--- config.mk ---
export PLATFORM = sky130hd
export DESIGN_NAME = axi_lite_mem_arbiter
export DESIGN_NICKNAME = d
export VERILOG_FILES = /design/src/rtl/axi_lite_mem_arbiter.sv
export SDC_FILE = /design/constraint.sdc
export NUM_CORES = 1
export LEC_CHECK = 0
export BUFFER_PORTS_ARGS = -buffer_cell sky130_fd_sc_hd__buf_4
export CELL_PAD_IN_SITES_DETAIL_PLACEMENT = 1
export CELL_PAD_IN_SITES_GLOBAL_PLACEMENT = 1
export CORE_AREA = 2 2 178 180
export DETAILED_ROUTE_END_ITERATION = 10
export DIE_AREA = 0 0 180 182
export HOLD_SLACK_MARGIN = 0.02
export PLACE_DENSITY = 0.47
export SYNTH_ARGS = -nofsm -noshare
export SYNTH_HDL_FRONTEND = slang
export SYNTH_SLANG_ARGS = --single-unit
--- constraint.sdc ---
create_clock -name clk -period 3.25 [get_ports clk]
set_clock_uncertainty 0.2 [all_clocks]
set_input_delay 0.1625 -clock clk [delete_from_list [all_inputs] [get_ports clk]]
set_output_delay 0.1625 -clock clk [all_outputs]
set_load 0.05 [all_outputs]
--- src/rtl/axi_lite_mem_arbiter.sv ---
// Two-master / one-slave AXI4-Lite arbiter sharing one memory port between
// instruction fetch (m0) and load/store (m1). One complete transaction at a
// time; requests, addresses and data flow combinationally once granted.
module axi_lite_mem_arbiter #(
  parameter logic RR_ENABLE = 1'b1
) (
  input  logic        clk,
  input  logic        reset,
  // master 0 (instruction fetch)
  input  logic [31:0] m0_axi_awaddr,
  input  logic [2:0]  m0_axi_awprot,
  input  logic        m0_axi_awvalid,
  output logic        m0_axi_awready,
  input  logic [31:0] m0_axi_wdata,
  input  logic [3:0]  m0_axi_wstrb,
  input  logic        m0_axi_wvalid,
  output logic        m0_axi_wready,
  output logic [1:0]  m0_axi_bresp,
  output logic        m0_axi_bvalid,
  input  logic        m0_axi_bready,
  input  logic [31:0] m0_axi_araddr,
  input  logic [2:0]  m0_axi_arprot,
  input  logic        m0_axi_arvalid,
  output logic        m0_axi_arready,
  output logic [31:0] m0_axi_rdata,
  output logic [1:0]  m0_axi_rresp,
  output logic        m0_axi_rvalid,
  input  logic        m0_axi_rready,
  // master 1 (load/store)
  input  logic [31:0] m1_axi_awaddr,
  input  logic [2:0]  m1_axi_awprot,
  input  logic        m1_axi_awvalid,
  output logic        m1_axi_awready,
  input  logic [31:0] m1_axi_wdata,
  input  logic [3:0]  m1_axi_wstrb,
  input  logic        m1_axi_wvalid,
  output logic        m1_axi_wready,
  output logic [1:0]  m1_axi_bresp,
  output logic        m1_axi_bvalid,
  input  logic        m1_axi_bready,
  input  logic [31:0] m1_axi_araddr,
  input  logic [2:0]  m1_axi_arprot,
  input  logic        m1_axi_arvalid,
  output logic        m1_axi_arready,
  output logic [31:0] m1_axi_rdata,
  output logic [1:0]  m1_axi_rresp,
  output logic        m1_axi_rvalid,
  input  logic        m1_axi_rready,
  // shared slave port
  output logic [31:0] s_axi_awaddr,
  output logic [2:0]  s_axi_awprot,
  output logic        s_axi_awvalid,
  input  logic        s_axi_awready,
  output logic [31:0] s_axi_wdata,
  output logic [3:0]  s_axi_wstrb,
  output logic        s_axi_wvalid,
  input  logic        s_axi_wready,
  input  logic [1:0]  s_axi_bresp,
  input  logic        s_axi_bvalid,
  output logic        s_axi_bready,
  output logic [31:0] s_axi_araddr,
  output logic [2:0]  s_axi_arprot,
  output logic        s_axi_arvalid,
  input  logic        s_axi_arready,
  input  logic [31:0] s_axi_rdata,
  input  logic [1:0]  s_axi_rresp,
  input  logic        s_axi_rvalid,
  output logic        s_axi_rready
);

  typedef enum logic [1:0] {IDLE = 2'd0, READ = 2'd1, WRITE = 2'd2} state_t;

  state_t state_q;
  logic   grant_q, is_write_q, aw_done_q, w_done_q, ar_done_q, last_grant_q;

  // Arbitration decision, only consumed while idle
  logic req0, req1, grant_d, is_write_d;
  assign req0       = m0_axi_awvalid | m0_axi_arvalid;
  assign req1       = m1_axi_awvalid | m1_axi_arvalid;
  assign grant_d    = (req0 && req1) ? (RR_ENABLE ? ~last_grant_q : 1'b1) : req1;
  assign is_write_d = grant_d ? m1_axi_awvalid : m0_axi_awvalid;

  // Request channels of the currently granted master
  logic [31:0] sel_awaddr, sel_wdata, sel_araddr;
  logic [2:0]  sel_awprot, sel_arprot;
  logic [3:0]  sel_wstrb;
  logic        sel_awvalid, sel_wvalid, sel_bready, sel_arvalid, sel_rready;
  assign sel_awaddr  = grant_q ? m1_axi_awaddr  : m0_axi_awaddr;
  assign sel_awprot  = grant_q ? m1_axi_awprot  : m0_axi_awprot;
  assign sel_awvalid = grant_q ? m1_axi_awvalid : m0_axi_awvalid;
  assign sel_wdata   = grant_q ? m1_axi_wdata   : m0_axi_wdata;
  assign sel_wstrb   = grant_q ? m1_axi_wstrb   : m0_axi_wstrb;
  assign sel_wvalid  = grant_q ? m1_axi_wvalid  : m0_axi_wvalid;
  assign sel_bready  = grant_q ? m1_axi_bready  : m0_axi_bready;
  assign sel_araddr  = grant_q ? m1_axi_araddr  : m0_axi_araddr;
  assign sel_arprot  = grant_q ? m1_axi_arprot  : m0_axi_arprot;
  assign sel_arvalid = grant_q ? m1_axi_arvalid : m0_axi_arvalid;
  assign sel_rready  = grant_q ? m1_axi_rready  : m0_axi_rready;

  // Everything on the slave side is zero unless a transaction of that kind is open,
  // so an asynchronous reset to IDLE clears all outputs immediately.
  logic rd_act, wr_act;
  assign rd_act = (state_q == READ);
  assign wr_act = (state_q == WRITE) && is_write_q;

  assign s_axi_awaddr  = wr_act ? sel_awaddr : '0;
  assign s_axi_awprot  = wr_act ? sel_awprot : '0;
  assign s_axi_awvalid = wr_act && sel_awvalid && !aw_done_q;
  assign s_axi_wdata   = wr_act ? sel_wdata : '0;
  assign s_axi_wstrb   = wr_act ? sel_wstrb : '0;
  assign s_axi_wvalid  = wr_act && sel_wvalid && !w_done_q;
  assign s_axi_bready  = wr_act && sel_bready;
  assign s_axi_araddr  = rd_act ? sel_araddr : '0;
  assign s_axi_arprot  = rd_act ? sel_arprot : '0;
  assign s_axi_arvalid = rd_act && sel_arvalid && !ar_done_q;
  assign s_axi_rready  = rd_act && sel_rready;

  logic aw_hs, w_hs, b_hs, ar_hs, r_hs;
  assign aw_hs = s_axi_awvalid && s_axi_awready;
  assign w_hs  = s_axi_wvalid  && s_axi_wready;
  assign b_hs  = s_axi_bvalid  && s_axi_bready;
  assign ar_hs = s_axi_arvalid && s_axi_arready;
  assign r_hs  = s_axi_rvalid  && s_axi_rready;

  // Per-master enables: the non-granted master sees nothing at all
  logic r0_en, r1_en, w0_en, w1_en;
  assign r0_en = rd_act && !grant_q;
  assign r1_en = rd_act &&  grant_q;
  assign w0_en = wr_act && !grant_q;
  assign w1_en = wr_act &&  grant_q;

  assign m0_axi_awready = w0_en && s_axi_awready && !aw_done_q;
  assign m0_axi_wready  = w0_en && s_axi_wready  && !w_done_q;
  assign m0_axi_bresp   = w0_en ? s_axi_bresp : '0;
  assign m0_axi_bvalid  = w0_en && s_axi_bvalid;
  assign m0_axi_arready = r0_en && s_axi_arready && !ar_done_q;
  assign m0_axi_rdata   = r0_en ? s_axi_rdata : '0;
  assign m0_axi_rresp   = r0_en ? s_axi_rresp : '0;
  assign m0_axi_rvalid  = r0_en && s_axi_rvalid;

  assign m1_axi_awready = w1_en && s_axi_awready && !aw_done_q;
  assign m1_axi_wready  = w1_en && s_axi_wready  && !w_done_q;
  assign m1_axi_bresp   = w1_en ? s_axi_bresp : '0;
  assign m1_axi_bvalid  = w1_en && s_axi_bvalid;
  assign m1_axi_arready = r1_en && s_axi_arready && !ar_done_q;
  assign m1_axi_rdata   = r1_en ? s_axi_rdata : '0;
  assign m1_axi_rresp   = r1_en ? s_axi_rresp : '0;
  assign m1_axi_rvalid  = r1_en && s_axi_rvalid;

  // Transaction FSM: grant in IDLE, track channel completion, release on the response
  always_ff @(posedge clk or posedge reset) begin
    if (reset) begin
      state_q      <= IDLE;
      grant_q      <= 1'b0;
      is_write_q   <= 1'b0;
      aw_done_q    <= 1'b0;
      w_done_q     <= 1'b0;
      ar_done_q    <= 1'b0;
      last_grant_q <= 1'b1;
    end else begin
      case (state_q)
        IDLE: begin
          if (req0 || req1) begin
            state_q    <= is_write_d ? WRITE : READ;
            grant_q    <= grant_d;
            is_write_q <= is_write_d;
            aw_done_q  <= 1'b0;
            w_done_q   <= 1'b0;
            ar_done_q  <= 1'b0;
          end
        end
        READ: begin
          if (ar_hs) ar_done_q <= 1'b1;
          // A response in the same cycle as AR is legal for a combinational slave
          if (r_hs) begin
            state_q      <= IDLE;
            last_grant_q <= grant_q;
          end
        end
        WRITE: begin
          if (aw_hs) aw_done_q <= 1'b1;
          if (w_hs)  w_done_q  <= 1'b1;
          // An early B (before W) is a slave error but still ends the transaction
          if (b_hs) begin
            state_q      <= IDLE;
            last_grant_q <= grant_q;
          end
        end
        default: state_q <= IDLE;
      endcase
    end
  end

endmodule

==> impl_results.md <==
- Status: complete, no violations
- Hold Path Cell Cnt: 3
- Top cell by count, worst path: buf_4
- Setup slack, reg-to-reg: 1.17 ns
- Largest family of logic cells by synthesized area: simple AND/OR/NAND/NOR gates
- PostCTS Resize Cnt: 0
- Worst slew pin tran: 0.825 ns
- Drt wl/cell: 17.0 um
- Crit-path max FO: 77
- Ratio of cells with drive above 1 in the final layout: 60.4%
- Synth Flop Type: dfrtp_1
- Synth Area in Compound Gates: 16.6%
- Initial Util: 8.24%
- Post-route DRC: 0
- Cell count after synthesis: 351
- Slowest CP cell: buf_4
- PortBufs: 457
- Drt first pass iters: 4
- Top delay family on crit path: buffers and inverters
- Mapped cell area: 2550 sq um
- Mux share of post-synthesis cell area: 30.2%
- Die height: 182 um
- Crit-path cells: and2b_1 > nand2_2 > buf_4 > nor2_1 > and2_1 > buf_4
- Drt total wl: 20.1 mm
- Via count: 4423
- Max VDD drop: 348 uV
- CP Depth: 6
- Total GRT Usage: 11.3%
- Die area: 32800 sq um
- Synth area leaders: mux2i_1, a22o_1, nor2_1, and2_1, and3_1
- Final slew viol count: 0
- Worst setup path class: flop to primary output
- WP data required: 2.89 ns
- First-pass GRT wire length: 28.9 mm
- CTS root buf: clkbuf_16
- Area growth, synth to finish: 153%
- Worst setup margin: 0.684 ns
- Hold crit path type: input pin to flop
- Critical path's largest stage delay: 0.60 ns
- Skew-Pair Late Insertion Delay: 0.24 ns
- Fin crit share: 78.9%
- Simple-gate area share of the yosys netlist: 36.5%
- CTS H-tree depth: 1
- Post-synth top area cell: mux2i_1
- Iter 0 DRT Violations: 76
- Setup bufs post-CTS: 0
- Tmin final: 2.57 ns
- Mapped Nets: 616
- Ant diodes: 0
- DRT antenna net count: 0
- CP startpoint kind: flop
- Asr flop ratio synth: 100%
- Rel. slew slack: 45.0%
- Grt ovf: 0
- Util after Layout: 20.8%
- Seq cells post-synth: 8
- Ys Warns: 0
- Synth Area in XOR/XNOR: 0%
- RR Endpoint: w_done_q
- Adder-Cell Fraction of Synth Area: 0%
- Setup TNS: 0 ns
- Clock transition at path regs: 0.04 ns
- Clock sink count: 8
- CP startpoint: state_q[0]
- Crit end category: primary output
- CTS tree: yes
- Final setup vio count: 0
- Top post-synthesis cells by count: mux2i_1, nor2_1, and2_1
- Vias in the first global route: 4797
- Pre-CTS setup slack: 0.913 ns
- Sequential share of the synthesized area: 7.89%
- Worst endpoint data arrival time: 2.20 ns
- EDFF count, synth: 0
- Die W: 180 um
- Core Rows: 65
- Max-cap viol count: 0
- Worst reg2reg path startpoint: grant_q
- Depth of the most critical reg-to-reg path: 3
- Pwr Density: 771 nW/um^2
- CORE AREA: 31000 sq um
- Netlist cell types: 35
- Fin. Hold Viols: 0
- Num CTS Buffers: 3
- RSZ-0062 raised after global routing: no
- I/O pin count: 458
- Nets: 1051
- Mean Syn Cell Area: 7.27 sq um
- Hpwl dp: 17.2 mm
- Clock tree buffer depth: 2
- Initial antenna violation count: 0
- Count leader, synth: mux2i_1
- Synth top area share: 29.8%
- Pleak: 3.62 nW
- GP Congestion: 0.742
- Fmax: 390 MHz
- Pin count of the biggest net entering global routing: 78
- DR vias/cell: 3.73
- CP Buf/Inv Count: 2
- CP endpoint: m0_axi_bresp[0]
cell usage in the layout (no fill, tap or decap), types with 2 or more instances in the layout:
cell type	netlist	routed
nand2_1	6	5
and2_1	39	39
o21ai_0	2	2
dlygate4sd3_1	0	3
clkbuf_16	0	3
a21o_1	2	2
a22o_1	37	37
and3_1	38	38
inv_1	2	2
buf_12	0	2
buf_4	2	461
nor2_1	75	75
a21oi_1	2	2
nor3_1	6	6
mux2i_1	76	76
dfrtp_1	7	6
nand2b_1	5	5
power breakdown:
| part | internal (mW) | switching [mW] |
|---|---|---|
| sequential | 0.157 | 0.143 |
| clock | 0.164 | 0.0531 |
| combinational | 1.47 | 2.99 |
state kept, by name (all words and copies together) (netlist names):
name / flops
state_q: 2
grant_q: 1
w_done_q: 1
last_grant_q: 1
is_write_q: 1
ar_done_q: 1
aw_done_q: 1
tightest hold or removal path: stages:
cell and delay (ns):
buf_4 0.11, o211ai_1 0.10, nand2_1 0.06
kinds of logic (layout without fill, tap and decap cells):
kind of cell	count (synthesis)	after routing
compound gates	49	49
buf+inv	38	472
flops	8	8
mux	77	77
simple gates	179	179
what timing repair did:
| item | in CTS | in global routing |
|---|---|---|
| endpoints found under the hold margin | 10 | 0 |
| hold buffers | 3 | 0 |
| setup endpoints to repair | 0 | 0 |
how the worst min path moves through the flow:
stage                   start         to  slack, ns
2_1_floorplan           reset  ar_done_q      -0.22
3_3_place_gp            reset  ar_done_q      -0.04
3_5_place_dp            reset  ar_done_q      -0.04
4_1_cts        m1_axi_arvalid    grant_q       0.03
5_1_grt        m1_axi_arvalid    grant_q       0.06
6_report       m1_axi_arvalid    grant_q       0.03
area by class of cell:
type                    count  area, sq um
fillers                  3784        24500
repair buffers            466         3530
flip-flops and latches      8          205
clock buffers               4         78.8
well taps                 402          503
inverters                   2         7.51
multi-input cells         305         2130
layer usage:
layer  global-route usage, %  vias to the layer above  part of all wire, %  wire (um)
met4                    1.85                        0                 0.97        196
met2                    21.8                      281                   53      10600
met3                    2.79                       13                  8.6       1740
met1                    12.5                     2019                   38       7550
li1                        -                     2110                    -          -
met5                       0                        -                    0          0
per-stage QoR:
stage	std cells	hold WS, ns	total power, mW	cell area (sq um)
final	1187	0.0320	4.98	6460
after global routing	1187	0.0604	5.27	6460
after CTS	1187	0.0308	5.07	6460
after detailed placement	1180	-0.0439	4.84	6350
after global placement	1180	-0.0441	4.86	6350
after floorplan	351	-0.223	3.40	2550
Note: power is estimated with default switching activity, not from simulation.
